$ cat src/rtl/two_wire_rx.sv
// two_wire_rx: serial frame receiver for the two-wire strobe/data link.
// A frame is a sequence of qualified bits (in1=1):
//   start (in2=0), DATA_W data bits MSB first, optional even-parity bit,
//   stop (in2=1).
// A stall of TIMEOUT consecutive unqualified cycles mid-frame aborts it.
//
// Ports:
//   clk        in   clock, rising edge
//   rst        in   asynchronous active-low reset
//   in1        in   bit strobe; in2 is sampled only when in1=1
//   in2        in   serial bit value
//   data       out  last good word, updated only on a good stop bit
//   data_valid out  one-cycle pulse, data holds a new word
//   par_err    out  parity mismatch, meaningful only with data_valid
//   frame_err  out  one-cycle pulse on bad stop bit or stall timeout
//   busy       out  receiver is inside a frame
module two_wire_rx #(
  parameter int unsigned DATA_W    = 8,
  parameter bit          PARITY_EN = 1'b1,
  parameter int unsigned TIMEOUT   = 16
) (
  input  logic              clk,
  input  logic              rst,
  input  logic              in1,
  input  logic              in2,
  output logic [DATA_W-1:0] data,
  output logic              data_valid,
  output logic              par_err,
  output logic              frame_err,
  output logic              busy
);

  localparam int unsigned CNT_W   = (DATA_W > 1) ? $clog2(DATA_W) : 1;
  localparam int unsigned STALL_W = $clog2(TIMEOUT + 1);

  typedef enum logic [1:0] {
    S_IDLE   = 2'd0,
    S_DATA   = 2'd1,
    S_PARITY = 2'd2,
    S_STOP   = 2'd3
  } state_e;

  state_e              state_q, state_d;
  logic [CNT_W-1:0]    bit_cnt_q, bit_cnt_d;
  logic [STALL_W-1:0]  stall_q, stall_d;
  logic [DATA_W-1:0]   shift_q, shift_d;
  logic                par_bit_q, par_bit_d;
  logic [DATA_W-1:0]   data_q, data_d;
  logic                data_valid_q, data_valid_d;
  logic                par_err_q, par_err_d;
  logic                frame_err_q, frame_err_d;
  logic                busy_q, busy_d;

  logic [STALL_W-1:0]  stall_inc_c;
  logic                parity_bad_c;

  // State and output registers.
  always_ff @(posedge clk or negedge rst) begin
    if (!rst) begin
      state_q      <= S_IDLE;
      bit_cnt_q    <= '0;
      stall_q      <= '0;
      shift_q      <= '0;
      par_bit_q    <= 1'b0;
      data_q       <= '0;
      data_valid_q <= 1'b0;
      par_err_q    <= 1'b0;
      frame_err_q  <= 1'b0;
      busy_q       <= 1'b0;
    end else begin
      state_q      <= state_d;
      bit_cnt_q    <= bit_cnt_d;
      stall_q      <= stall_d;
      shift_q      <= shift_d;
      par_bit_q    <= par_bit_d;
      data_q       <= data_d;
      data_valid_q <= data_valid_d;
      par_err_q    <= par_err_d;
      frame_err_q  <= frame_err_d;
      busy_q       <= busy_d;
    end
  end

  // Next-state and registered-output logic.
  always_comb begin
    state_d      = state_q;
    bit_cnt_d    = bit_cnt_q;
    stall_d      = stall_q;
    shift_d      = shift_q;
    par_bit_d    = par_bit_q;
    data_d       = data_q;
    data_valid_d = 1'b0;
    par_err_d    = 1'b0;
    frame_err_d  = 1'b0;

    stall_inc_c  = stall_q + STALL_W'(1);
    // Even parity: data bits plus parity bit must XOR to zero.
    parity_bad_c = PARITY_EN ? ((^shift_q) ^ par_bit_q) : 1'b0;

    if ((state_q != S_IDLE) && !in1) begin
      // Stall mid-frame: abort once the TIMEOUT-th consecutive stall is seen.
      if (stall_inc_c == STALL_W'(TIMEOUT)) begin
        state_d     = S_IDLE;
        stall_d     = '0;
        bit_cnt_d   = '0;
        shift_d     = '0;
        frame_err_d = 1'b1;
      end else begin
        stall_d = stall_inc_c;
      end
    end else begin
      stall_d = '0;
      case (state_q)
        S_IDLE: begin
          // in1=1 with in2=1 is line idle and ignored.
          if (in1 && !in2) begin
            state_d   = S_DATA;
            bit_cnt_d = '0;
          end
        end
        S_DATA: begin
          shift_d   = {shift_q[DATA_W-2:0], in2};
          bit_cnt_d = bit_cnt_q + CNT_W'(1);
          if (bit_cnt_q == CNT_W'(DATA_W - 1)) begin
            bit_cnt_d = '0;
            state_d   = PARITY_EN ? S_PARITY : S_STOP;
          end
        end
        S_PARITY: begin
          par_bit_d = in2;
          state_d   = S_STOP;
        end
        S_STOP: begin
          state_d = S_IDLE;
          if (in2) begin
            data_d       = shift_q;
            data_valid_d = 1'b1;
            par_err_d    = parity_bad_c;
          end else begin
            frame_err_d = 1'b1;
          end
        end
        default: begin
          state_d = S_IDLE;
        end
      endcase
    end

    busy_d = (state_d != S_IDLE);
  end

  assign data       = data_q;
  assign data_valid = data_valid_q;
  assign par_err    = par_err_q;
  assign frame_err  = frame_err_q;
  assign busy       = busy_q;

endmodule
$ cat config.mk
export PLATFORM = sky130hd
export DESIGN_NAME = two_wire_rx
export DESIGN_NICKNAME = d
export VERILOG_FILES = /design/src/rtl/two_wire_rx.sv
export SDC_FILE = /design/constraint.sdc
export NUM_CORES = 1
export LEC_CHECK = 0
export CORE_UTILIZATION = 45
export CTS_BUF_LIST = sky130_fd_sc_hd__clkbuf_4
export CTS_CLUSTER_DIAMETER = 50
export CTS_CLUSTER_SIZE = 14
export DETAILED_ROUTE_END_ITERATION = 10
export PLACE_DENSITY_LB_ADDON = 0.2
export SYNTH_ARGS = -nofsm -noshare
export SYNTH_HDL_FRONTEND = slang
export SYNTH_SLANG_ARGS = --single-unit
export TNS_END_PERCENT = 10
$ cat constraint.sdc
create_clock -name clk -period 1.5 [get_ports clk]
set_clock_uncertainty 0.2 [all_clocks]
set_input_delay 0.3 -clock clk [delete_from_list [all_inputs] [get_ports clk]]
set_output_delay 0.3 -clock clk [all_outputs]
set_load 0.005 [all_outputs]
## Word level (Yosys, flattened, before mapping)

Cells that the tools add are included.

- Register bits after elaboration: 31
- Input port bits: 4
- Output and inout bits: 12
- Word-level logic and storage cells: 60

- Add/subtract/negate cells: 2
- Eq/ne operators: 7
- Multiplexer cells: 25
- Bitwise operators: 2
- Reduce and logical (&&, ||, !) cells: 14

Operators with widths:

| kind | number |
|---|---|
| $mux 8 | 3 |
| $mux 3 | 4 |
| $mux 1 | 10 |
| $mux 5 | 2 |
| $mux 2 | 4 |
| $pmux 2 s4 | 1 |
| $reduce_xor 8->1 | 1 |
| $pmux 3 s2 | 1 |
| $reduce_and 3->1 | 2 |
| $reduce_bool 2->1 | 3 |
| $add 5x1->5 const B | 1 |
| $eq 5x5->1 const B | 1 |
| $eq 2x2->1 const B | 2 |
| $reduce_and 2->1 | 2 |
| $add 3x1->3 const B | 1 |
| $eq 3x3->1 const B | 1 |
| $ne 3x3->1 const B | 1 |
| $reduce_bool 3->1 | 1 |
| $eq 2x1->1 const B | 1 |
| $logic_and 1x1->1 | 2 |
| $logic_not 1->1 | 2 |
| $logic_not 2->1 | 1 |
| $ne 2x1->1 const B | 1 |
| $not 1->1 | 1 |
| $xor 1x1->1 | 1 |

## Longest topological paths before layout

- Depth in word-level cells: 6
- Mapped depth: 6
- Mapped depth without buffers: 6

## Worst setup path after synthesis

No wires, ideal clock.

- Path type: flip-flop to flip-flop
- From: reg stall_q[0]
- To: reg shift_q[1]
- Setup time: 140 ps
- Data arrival time: 1240 ps
- Data required time: 1160 ps
- Slack: -80 ps
- Cell stages (with the launch flop): 6
- Path buffers: 0
- Period minus slack after synthesis: 1580 ps
- Path through: dfrtp_1 -> ha_1 -> nand3_1 -> xor2_1 -> nor4_4 -> o21ai_0

- Cells in the longest elaborated chain, start to end: 4

RTL lines:

| item | RTL line | source |
|---|---|---|
| from (decl) | 45 | `logic [STALL_W-1:0] stall_q, stall_d;` |
| from (signal assigned) | 73 | `stall_q <= stall_d;` |
| $add 5x1->5 | 96 | `stall_inc_c = stall_q + STALL_W'(1);` |
| $eq 5x5->1 | 102 | `if (stall_inc_c == STALL_W'(TIMEOUT)) begin` |
| $ne 2x1->1 (no source line) | n/a |  |
| $reduce_and 2->1 (no source line) | n/a |  |
| to (signal assigned) | 74 | `shift_q <= shift_d;` |
| to (decl) | 46 | `logic [DATA_W-1:0] shift_q, shift_d;` |

No other way between the ends.
A chain may end at the register's enable or synchronous reset.

## Worst setup path after layout

- From: reg stall_q[1]
- To: reg shift_q[0]

The elaborated chain is that of the path after synthesis.

==> results.tsv <==
stage	metric	value	unit
die	die_w	57.63	um
layout	syn_to_final_growth	41.78	%
die	dieArea	3321	um^2
die	dieHeight	57.63	um
yosys	synth_commonest_cells	dfrtp_1 (31), nand2_1 (21), o21ai_0 (10)	
clock_network	htreeDepth	2	
yosys	synth_edf_count	0	
drt	firstDrtPassIters	8	
worst_setup_path	path_class	register to register	
worst_hold_path	min_path_type	input port to register	
global_routing	antenna_found_initial	0	
worst_setup_path	cp_max_fo	4	
yosys	synth-seq-cells	31	
sta	worstMarginPinSlew	272.1	ps
layout	drive_above_1_share	0.3678	
clock_network	cts.reportedPaths.clkPinSlew	90	ps
worst_hold_path	hp-start	in1	
layout	post-route-util	0.6921	
worst_setup_path	max_stage_delay	410	ps
drt	drtAntennaViolNets	0	
power	p_leak	0.9945	nW
die	ios	16	
sta	finalSetupViolCount	15	
place	dp_hpwl	1.997	mm
drt	drc_errors	2	
worst_setup_path	r2r_start	stall_q[1]$_DFF_PN0_	
power	peakVddDrop	0.7853	mV
layout	stdcell_count	205	
yosys	ys_seq_area_frac	0.5571	
global_routing	grt_use_total	0.2007	
place	gp_congestion	0.8348	
clock_network	cts_tree	built	
sta	fin_ws	-182.6	ps
sta	min_period	1683	ps
yosys	synth_nets	133	
yosys	syn-cell-area	1393	um^2
clock_network	cts_hold_buf	0	
sta	slew_viol_final	0	
flow_run	maxCapViolations	0	
sta	whs	94.52	ps
layout	fill_cells	219	
worst_setup_path	r2r_slack	-180	ps
run_status	violations	design-rule violations, negative setup slack	
worst_setup_path	cp.depth	6	
drt	vias	1102	
yosys	synth_cell_types	30	
clock_network	cts_made_buffers	5	
yosys	async_flop_share	1.000	
clock_network	clock_sink_count	31	
sta	finalHoldViolCount	0	
drt	wl_per_cell	14.04	um
die	core	2853	um^2
yosys	synth_largest_area_cell	dfrtp_1	
global_routing	grt_pass1_wl	4.830	mm
sta	max_slew_margin	0.8172	
die	rows	19	
run_status	status	complete, but fails checks	
worst_setup_path	worstPathArrival	1700	ps
worst_setup_path	worst_r2r_endpoint	shift_q[0]$_DFFE_PN0P_	
layout	antennaDiodeCount	0	
layout	nNetsFinal	180	
worst_setup_path	cpMaxStageDelayCell	dfrtp_2	
global_routing	grt_pass1_vias	1066	
worst_setup_path	cpLargestDelayFamily	flip-flops	
worst_setup_path	critPathBufInv	1	
worst_setup_path	ff2ff_path_depth	6	
yosys	synth_top_flop_cell	dfrtp_1	
drt	routed_wl	2.878	mm
place	dp.cells	192	
sta	fin_crit_sh	1.122	
clock_network	root_buffer	clkbuf_4	
yosys	synth.avg_cell_area	11.05	um^2
clock_network	clk_latency	340	ps
yosys	netlist.area_leader.share	0.5571	
power	powerDensity	1289	nW/um^2
global_routing	grt_remaining_overflow	0	
worst_setup_path	start_kind	register	
drt	drt-vias-per-instance	5.376	
yosys	synthTopCellsByArea	dfrtp_1 (56%), mux2_2 (6.5%), nand2_1 (5.7%)	
worst_setup_path	worstPathRequired	1520	ps
worst_setup_path	critPathLaunch	stall_q[1]$_DFF_PN0_	
sta	rsz0062_at_grt	true	
worst_setup_path	crit_path_end_kind	register	
clock_network	cts.path.max_buffers	2	
yosys	yosysWarnings	0	
yosys	synth.most_common_cell	dfrtp_1	
sta	fmax	594.3	MHz
place	io_buffers	15	
yosys	syn_inst	126	
drt	dr.first_iter.drc_count	26	
worst_setup_path	crit_end	shift_q[0]$_DFFE_PN0P_	
die	start_util	0.4882	
worst_setup_path	path_cells	ha_4 > nand3_4 > xor2_4 > nor4_4 > buf_4 > o22ai_2	
global_routing	grt_max_degree	32	
## worst reg2reg max path, delay by kind of cell (launching register included)
kind            cells  cell delay [ps]
xor+xnor            1              180
flops               1              410
buf+inv             1              190
simple gates        2              360
fa+ha+maj           1              170
compound gates      1               60
## state kept, by name, indices dropped and copies added, names as in the netlist
| signal | count |
|---|---|
| bit_cnt_q | 3 |
| busy | 1 |
| data | 8 |
| data_valid | 1 |
| frame_err | 1 |
| par_bit_q | 1 |
| par_err | 1 |
| shift_q | 8 |
| stall_q | 5 |
| state_q | 2 |
## cells by family (layout without fill, tap and decap cells)
logic type	count (synthesis)	after routing	synth area share
compound gates	22	22	0.1042
xor+xnor	12	12	0.07548
fa+ha+maj	3	3	0.02696
buf+inv	7	55	0.02156
flops	31	31	0.5571
mux	8	8	0.06469
simple gates	43	43	0.1501
## worst min-delay path by stage
stage          slack [ps]                        to  cells after the start
3_3_place_gp          290     par_bit_q$_DFFE_PN0P_                      2
4_1_cts               100    shift_q[1]$_DFFE_PN0P_                      2
2_1_floorplan        -200  bit_cnt_q[0]$_DFFE_PN0P_                      0
3_5_place_dp          290  bit_cnt_q[1]$_DFFE_PN0P_                      1
5_1_grt                90      state_q[1]$_DFF_PN0_                      2
6_report               90      state_q[1]$_DFF_PN0_                      2
## placed cells by master, fill, tap and decap left out, types with 3 or more instances in the layout
cell type / count
clkbuf_4: 5
dlygate4sd2_1: 6
nor2_1: 7
o21ai_1: 3
nor3_1: 3
o21ai_2: 5
a22o_1: 3
nand3_1: 3
o21ai_0: 4
xnor2_1: 8
inv_1: 3
dfrtp_1: 28
buf_4: 25
clkdlybuf4s15_1: 6
mux2_2: 8
dfrtp_2: 3
nand2_1: 20
## layer usage
metal / vias up / global-route usage / wire length, um
met5: - / 0 / 0
met4: 0 / 0.1010 / 68
met3: 8 / 0.06250 / 107
met2: 21 / 0.3372 / 1510
met1: 544 / 0.2316 / 1191
li1: 529 / - / -
## layout make-up
type	count	area, um^2	share of cell area
Multi-Input combinational cell	88	696.9	0.3530
Clock inverter	3	38.79	0.01965
Inverter	5	18.77	0.009506
Tap cell	31	38.79	0.01965
Sequential cell	31	779.5	0.3948
Clock buffer	5	37.54	0.01901
Timing Repair Buffer	42	364.1	0.1844
## report_power, final
part           internal (W)  leakage, nW  switching, W
Clock              0.000343       0.0426      0.000278
Combinational      0.000438        0.538      0.000351
Sequential         0.000984        0.414      0.000150
Total               0.00177        0.994      0.000779
## through the flow
step	setup WS, ps	power [W]	TNS [ps]	instance area [um^2]
floorplan	-73.66	0.001621	-808.7	1395
global placement	-340.2	0.001836	-7716	1750
detailed placement	-412.5	0.001877	-8609	1750
CTS	-155.9	0.002514	-1644	1872
global route	-249.4	0.002711	-3206	1974
finish	-182.6	0.002545	-2094	1974
## what timing repair did
item                       4_1_cts  5_1_grt
gates resized for setup         21       27
buffers inserted                 3        1
gates cloned                     0        1
setup endpoints to repair       27       30
pin swaps                        0        8
No activity file was read; power rests on OpenSTA's default activity.
